### config.mk
export PLATFORM = sky130hd
export DESIGN_NAME = neo_frame_engine
export DESIGN_NICKNAME = d
export VERILOG_FILES = /design/src/rtl/neo_frame_engine.sv
export SDC_FILE = /design/constraint.sdc
export NUM_CORES = 2
export LEC_CHECK = 0
export CORE_MARGIN = 3
export CORE_UTILIZATION = 35
export DETAILED_ROUTE_END_ITERATION = 8
export GPL_TIMING_DRIVEN = 0
export PLACE_DENSITY_LB_ADDON = 0.08
export SYNTH_ARGS = -nofsm -noshare
export SYNTH_HDL_FRONTEND = slang
export SYNTH_SLANG_ARGS = --single-unit
### constraint.sdc
create_clock -name clk_i -period 18.35 [get_ports clk_i]
set_input_delay 5.505 -clock clk_i [delete_from_list [all_inputs] [get_ports clk_i]]
set_output_delay 5.505 -clock clk_i [all_outputs]
set_load 0.03 [all_outputs]
### src/rtl/neo_frame_engine.sv
// neo_frame_engine
//
// Frame-based generalised k-lag NEO: psi[c] = x[c]^2 - x[c-K]*x[c+K].
// On an accepted start the engine streams len samples out of an async-read
// sample memory, slides them through a 2*KMAX deep window and writes one
// scaled, saturated result per sample into the result memory. It also
// reports the frame peak and the number of clipped results.
//
// Ports
//   clk_i, rst_i        clock, asynchronous active-high reset
//   start_i             start request, honoured only in IDLE
//   len_i, lag_i,       frame length, lag K, output right-shift;
//   shift_i             latched when start is accepted
//   busy_o              frame in progress
//   done_o, err_o       end-of-frame pulse; err_o marks a rejected config
//   raddr_o / rdata_i   sample memory read port (combinational data)
//   we_o, waddr_o,      registered result write port
//   wdata_o
//   peak_o              max result written this frame
//   sat_count_o         number of clipped results this frame (sticky max)
//
// state  | meaning
// S_IDLE | waiting for start; validates config
// S_RUN  | streaming samples in, results out
// S_FIN  | one-cycle done pulse, back to IDLE

module neo_frame_engine #(
    parameter int N    = 16,
    parameter int M    = 32,
    parameter int KMAX = 4,
    parameter int AW   = $clog2(M),
    parameter int LW   = $clog2(KMAX) + 1,
    parameter int SW   = $clog2(2 * N)
) (
    input  logic                clk_i,
    input  logic                rst_i,
    input  logic                start_i,
    input  logic [AW:0]         len_i,
    input  logic [LW-1:0]       lag_i,
    input  logic [SW-1:0]       shift_i,
    output logic                busy_o,
    output logic                done_o,
    output logic                err_o,
    output logic [AW-1:0]       raddr_o,
    input  logic signed [N-1:0] rdata_i,
    output logic                we_o,
    output logic [AW-1:0]       waddr_o,
    output logic signed [N-1:0] wdata_o,
    output logic signed [N-1:0] peak_o,
    output logic [AW:0]         sat_count_o
);

    localparam int CW = AW + 3;
    localparam int IW = $clog2(2 * KMAX);

    localparam logic signed [2*N:0] SAT_HI = $signed({{(N+2){1'b0}}, {(N-1){1'b1}}});
    localparam logic signed [2*N:0] SAT_LO = $signed({{(N+2){1'b1}}, {(N-1){1'b0}}});

    typedef enum logic [1:0] {S_IDLE, S_RUN, S_FIN} state_t;

    state_t              state_q, state_d;
    logic [CW-1:0]       t_q, t_d;
    logic [AW:0]         len_q, len_d;
    logic [LW-1:0]       lag_q, lag_d;
    logic [SW-1:0]       shift_q, shift_d;
    logic                we_q, we_d;
    logic [AW-1:0]       waddr_q, waddr_d;
    logic signed [N-1:0] wdata_q, wdata_d;
    logic signed [N-1:0] peak_q, peak_d;
    logic [AW:0]         sat_q, sat_d;
    logic                rej_q, rej_d;

    // win_q[j] holds x[t-1-j] during RUN cycle t
    logic signed [N-1:0] win_q [2*KMAX];

    logic                cfg_ok;
    logic                accept;
    logic                shift_en;
    logic [CW-1:0]       len_c, lag_c, lag2_c, t_end;
    logic [IW-1:0]       idx_c, idx_m;
    logic signed [N-1:0] x_c, x_m, x_p;
    logic signed [2*N-1:0] sq, cr;
    logic signed [2*N:0] diff, shifted;
    logic signed [N-1:0] res;
    logic                clip;

    assign cfg_ok = (int'(lag_i) >= 1) && (int'(lag_i) <= KMAX) &&
                    (int'(len_i) >= 1) && (int'(len_i) <= M) &&
                    (int'(len_i) >= 2 * int'(lag_i) + 1);
    assign accept = (state_q == S_IDLE) && start_i && cfg_ok;

    assign len_c  = CW'(len_q);
    assign lag_c  = CW'(lag_q);
    assign lag2_c = CW'({lag_q, 1'b0});
    assign t_end  = len_c + lag_c;

    assign shift_en = (state_q == S_RUN) && (t_q < len_c);

    // Datapath: in cycle t the result for c = t - lag is formed from
    // x[c] = win[lag-1], x[c-lag] = win[2*lag-1] and x[c+lag] = live rdata.
    always_comb begin
        idx_c   = IW'(lag_q) - IW'(1);
        idx_m   = IW'({lag_q, 1'b0}) - IW'(1);
        x_p     = rdata_i;
        x_c     = win_q[idx_c];
        x_m     = win_q[idx_m];
        sq      = (2*N)'(x_c) * (2*N)'(x_c);
        cr      = (2*N)'(x_m) * (2*N)'(x_p);
        diff    = (2*N+1)'(sq) - (2*N+1)'(cr);
        shifted = diff >>> shift_q;
        res     = '0;
        clip    = 1'b0;
        // Edge samples (c < lag or c >= len-lag) have no full neighbourhood
        if ((t_q >= lag2_c) && (t_q < len_c)) begin
            if (shifted > SAT_HI) begin
                res  = SAT_HI[N-1:0];
                clip = 1'b1;
            end else if (shifted < SAT_LO) begin
                res  = SAT_LO[N-1:0];
                clip = 1'b1;
            end else begin
                res = shifted[N-1:0];
            end
        end
    end

    always_comb begin
        state_d = state_q;
        t_d     = '0;
        len_d   = len_q;
        lag_d   = lag_q;
        shift_d = shift_q;
        we_d    = 1'b0;
        waddr_d = waddr_q;
        wdata_d = wdata_q;
        peak_d  = peak_q;
        sat_d   = sat_q;
        rej_d   = 1'b0;

        case (state_q)
            S_IDLE: begin
                if (start_i) begin
                    if (cfg_ok) begin
                        state_d = S_RUN;
                        len_d   = len_i;
                        lag_d   = lag_i;
                        shift_d = shift_i;
                        peak_d  = '0;
                        sat_d   = '0;
                    end else begin
                        rej_d = 1'b1;
                    end
                end
            end
            S_RUN: begin
                t_d = t_q + CW'(1);
                if ((t_q >= lag_c) && (t_q < t_end)) begin
                    we_d    = 1'b1;
                    waddr_d = AW'(t_q - lag_c);
                    wdata_d = res;
                    if (res > peak_q) begin
                        peak_d = res;
                    end
                    if (clip && (sat_q != '1)) begin
                        sat_d = sat_q + (AW+1)'(1);
                    end
                end
                if (t_q == t_end) begin
                    state_d = S_FIN;
                end
            end
            S_FIN: begin
                state_d = S_IDLE;
            end
            default: begin
                state_d = S_IDLE;
            end
        endcase
    end

    always_ff @(posedge clk_i or posedge rst_i) begin
        if (rst_i) begin
            state_q <= S_IDLE;
            t_q     <= '0;
            len_q   <= '0;
            lag_q   <= '0;
            shift_q <= '0;
            we_q    <= 1'b0;
            waddr_q <= '0;
            wdata_q <= '0;
            peak_q  <= '0;
            sat_q   <= '0;
            rej_q   <= 1'b0;
        end else begin
            state_q <= state_d;
            t_q     <= t_d;
            len_q   <= len_d;
            lag_q   <= lag_d;
            shift_q <= shift_d;
            we_q    <= we_d;
            waddr_q <= waddr_d;
            wdata_q <= wdata_d;
            peak_q  <= peak_d;
            sat_q   <= sat_d;
            rej_q   <= rej_d;
        end
    end

    always_ff @(posedge clk_i or posedge rst_i) begin
        if (rst_i) begin
            for (int i = 0; i < 2 * KMAX; i++) begin
                win_q[i] <= '0;
            end
        end else if (accept) begin
            for (int i = 0; i < 2 * KMAX; i++) begin
                win_q[i] <= '0;
            end
        end else if (shift_en) begin
            win_q[0] <= rdata_i;
            for (int i = 1; i < 2 * KMAX; i++) begin
                win_q[i] <= win_q[i-1];
            end
        end
    end

    always_comb begin
        raddr_o = '0;
        if (state_q == S_RUN) begin
            raddr_o = (t_q < len_c) ? AW'(t_q) : AW'(len_q - (AW+1)'(1));
        end
    end

    assign busy_o      = (state_q == S_RUN);
    assign done_o      = (state_q == S_FIN) || rej_q;
    assign err_o       = rej_q;
    assign we_o        = we_q;
    assign waddr_o     = waddr_q;
    assign wdata_o     = wdata_q;
    assign peak_o      = peak_q;
    assign sat_count_o = sat_q;

endmodule

==> flow_summary.ini <==
[yosys]
synth_top_family_by_area = adder cells
synth_cell_type_count = 96
yosys.area_share.simple_pct = 14.63
synth_compound_area_share_pct = 10.54
synth_seq_area_share_pct = 15.18
ys_ff_latch = 197
synth_ff_type = dfrtp_1
synth_xor_area_share_pct = 1.761
synth_area_sq_um = 32470
synth_edf_count = 0
postSynthCellCount = 3351
syn-num-nets = 4158
muxShareOfSynthArea_pct = 6.489
postSynth.asyncResetShare_pct = 100.0
avgSynthCellArea_sq_um = 9.690
yosys_warnings = 0
synth_fa_ha_area_share_pct = 42.77

[route]
routedWlPerCell_um = 22.23
routed_wl_um = 104800
vias = 24148
drtPass1Iterations = 7
drt_iter0_drc = 1575
drc = 0
via_per_inst = 5.123
ant_nets = 0

[sta]
fin_ws_ns = 0.6173
fin_skew_ns = 0.01500
slew_headroom_pct = 6.428
setup_viol_count_final = 0
worst_slew_pin_slew_ns = 1.365
hold_viol_final = 0
min_period_ns = 17.73
fin_tns_setup_ns = 0
min_period_over_period_pct = 96.64
fmax_mhz = 56.39
slew_violations = 0

[die]
die-area_sq_um = 96460
rows = 111
coreArea_sq_um = 91800
die_height_um = 310.6
die_w_um = 310.6
boundaryPins = 85
start_util_pct = 35.37

[grt]
grt_pass1_vias = 25374
grt_max_degree = 85
antenna_found_initial = 6
grt_pass1_wl_um = 162000
track_usage_pct = 22.15
grt-ovfl-total = 0

[worst_setup_path]
cpPeakStageDelay_ns = 0.80
critPathSlowestCell = clkdlybuf4s50_1
critPathKind = primary input to register
cp-start-kind = primary input
required_ns = 18.74
path_max_fanout = 11
worstPathArrival_ns = 18.12
crit_top_cell = fa_1
endpoint_kind = register

[placed_design]
portBuffers = 81
dp_hpwl_um = 87750
post-place-ws_ns = -1.718
place.gp.congestion = 0.8552

[run_status]
status = completed

[cts]
cts_buffer_depth = 2
cts_sinks = 197
htreeDepth = 4
cts_buffers = 17
clk_latency_ns = 0.46
cts_setup_buffers = 0
clk_pin_slew_worst_paths_ns = 0.07
cts_tree = done
cts_root_buf = clkbuf_16

[job]
cap_violations = 0

[final_layout]
fill_cells = 9359
area_growth_syn_to_layout_pct = 9.884
drive_above_1_share_pct = 7.763
final_nets = 4259

[hold_path]
hold_path_class = register to register
==> worst max-delay path: cells and delay by family <==
kind	cells	cell delay, ns
compound gates	14	2.53
fa+ha+maj	10	4.63
buf+inv	7	2.15
mux	2	0.90
simple gates	11	2.37
==> path summary, 6_finish.rpt <==
check | startpoint | end | slack (ns) | cells after the start
worst max-delay path | rdata_i[13] | peak_o[1]$_DFFE_PP0P_ | 0.62 | 44
worst min-delay path | t_q[0]$_DFF_PP0_ | t_q[0]$_DFF_PP0_ | 0.51 | 1
worst max register to register | lag_q[0]$_DFFE_PP0P_ | peak_o[1]$_DFFE_PP0P_ | 0.86 | 54
max in group asynchronous | rst_i | peak_o[9]$_DFFE_PP0P_ | 11.78 | 4
worst min register to register | t_q[0]$_DFF_PP0_ | t_q[0]$_DFF_PP0_ | 0.51 | 1
min in group asynchronous | rst_i | win_q[79]$_DFFE_PP0P_ | 5.44 | 2
==> per-stage QoR <==
stage | hold WS (ns) | utilization [%] | instance area, sq um | cells
after floorplan | 0.4673 | - | 32470 | 3351
after detailed placement | 0.4973 | 38.06 | 34940 | 4681
after global routing | 0.5312 | 38.85 | 35660 | 4708
after global placement | 0.4915 | 37.95 | 34840 | 4675
after CTS | 0.5122 | 38.77 | 35590 | 4712
final | 0.5054 | 38.87 | 35680 | 4714
==> state kept, by name, indices dropped and copies added (netlist names) <==
signal,cells
err_o,1
lag_q,3
len_q,6
peak_o,16
sat_count_o,6
shift_q,5
state_q,2
t_q,8
waddr_o,5
wdata_o,16
we_o,1
win_q,128
==> kinds of logic after synthesis <==
kind of cell | Yosys count
AO/OA/AOI/OAI | 499
flip-flops | 197
multiplexers | 135
adder cells (fa/ha/maj) | 774
AND/OR/NAND/NOR | 943
buffers and inverters | 741
XOR/XNOR | 62
==> routing by layer <==
| layer | global-route usage [%] | up-vias | share of wire, % |
|---|---|---|---|
| met5 | 0 | - | 0 |
| met4 | 5.228 | 0 | 2.3 |
| met3 | 2.125 | 77 | 4.1 |
| met2 | 37.21 | 522 | 49 |
| met1 | 30.97 | 12528 | 45 |
| li1 | - | 11021 | - |
==> cell type report <==
| cell class | instances | area (sq um) | share of cell area [%] |
|---|---|---|---|
| multi-input combinational | 2413 | 24870 | 69.72 |
| sequential | 197 | 4930 | 13.82 |
| inverter | 577 | 2177 | 6.102 |
| tap | 1243 | 1555 | 4.359 |
| timing repair buffer | 87 | 878.3 | 2.462 |
| buffer | 159 | 654.4 | 1.834 |
| clock buffer | 19 | 442.9 | 1.241 |
| clock inverter | 13 | 152.6 | 0.4278 |
| antenna | 6 | 15.01 | 0.04208 |
==> placed cells by master, fill, tap and decap left out, types with 13 or more instances in the layout <==
master | synthesis | routed
fa_1 | 560 | 558
or2_2 | 59 | 59
o211ai_1 | 20 | 20
and2_1 | 202 | 202
nor2b_1 | 38 | 38
nor3_1 | 40 | 39
nand2b_1 | 17 | 17
nor2_1 | 161 | 159
mux4_2 | 57 | 57
xor2_1 | 14 | 13
and3_1 | 13 | 13
clkbuf_2 | 0 | 25
a21oi_1 | 150 | 149
clkbuf_1 | 132 | 111
o21ai_0 | 71 | 67
mux2i_1 | 50 | 44
o21ai_1 | 13 | 16
nand2_1 | 305 | 303
mux2_2 | 25 | 25
clkbuf_16 | 0 | 17
inv_1 | 571 | 570
buf_1 | 21 | 17
a22o_1 | 74 | 74
o21a_1 | 16 | 16
dfrtp_1 | 197 | 197
xnor2_1 | 46 | 46
nand4_1 | 28 | 28
nand3_1 | 25 | 25
ha_1 | 214 | 214
a21o_1 | 25 | 25
clkdlybuf4s50_1 | 0 | 70
a211oi_1 | 32 | 32
==> cell usage after synthesis (25+ instances only) <==
cell type | instances | area (sq um)
inv_1 | 571 | 2143
fa_1 | 560 | 11210
nand2_1 | 305 | 1145
ha_1 | 214 | 2678
and2_1 | 202 | 1264
dfrtp_1 | 197 | 4930
nor2_1 | 161 | 604.3
a21oi_1 | 150 | 750.7
clkbuf_1 | 132 | 495.5
a22o_1 | 74 | 648.1
o21ai_0 | 71 | 355.3
or2_2 | 59 | 369.1
mux4_2 | 57 | 1284
mux2i_1 | 50 | 500.5
xnor2_1 | 46 | 402.9
nor3_1 | 40 | 200.2
nor2b_1 | 38 | 237.7
a211oi_1 | 32 | 240.2
nand4_1 | 28 | 175.2
a21o_1 | 25 | 187.7
mux2_2 | 25 | 281.5
nand3_1 | 25 | 125.1
==> what timing repair did <==
action	4_1_cts	5_1_grt
setup endpoints to repair	16	16
gates resized for setup	25	66
hold buffers	0	0
endpoints found under the hold margin	0	0
pin swaps	0	1
Power is left out: the tool's default activity adds up to more than one toggle a clock period on the data nets, which glitch-free logic cannot reach.
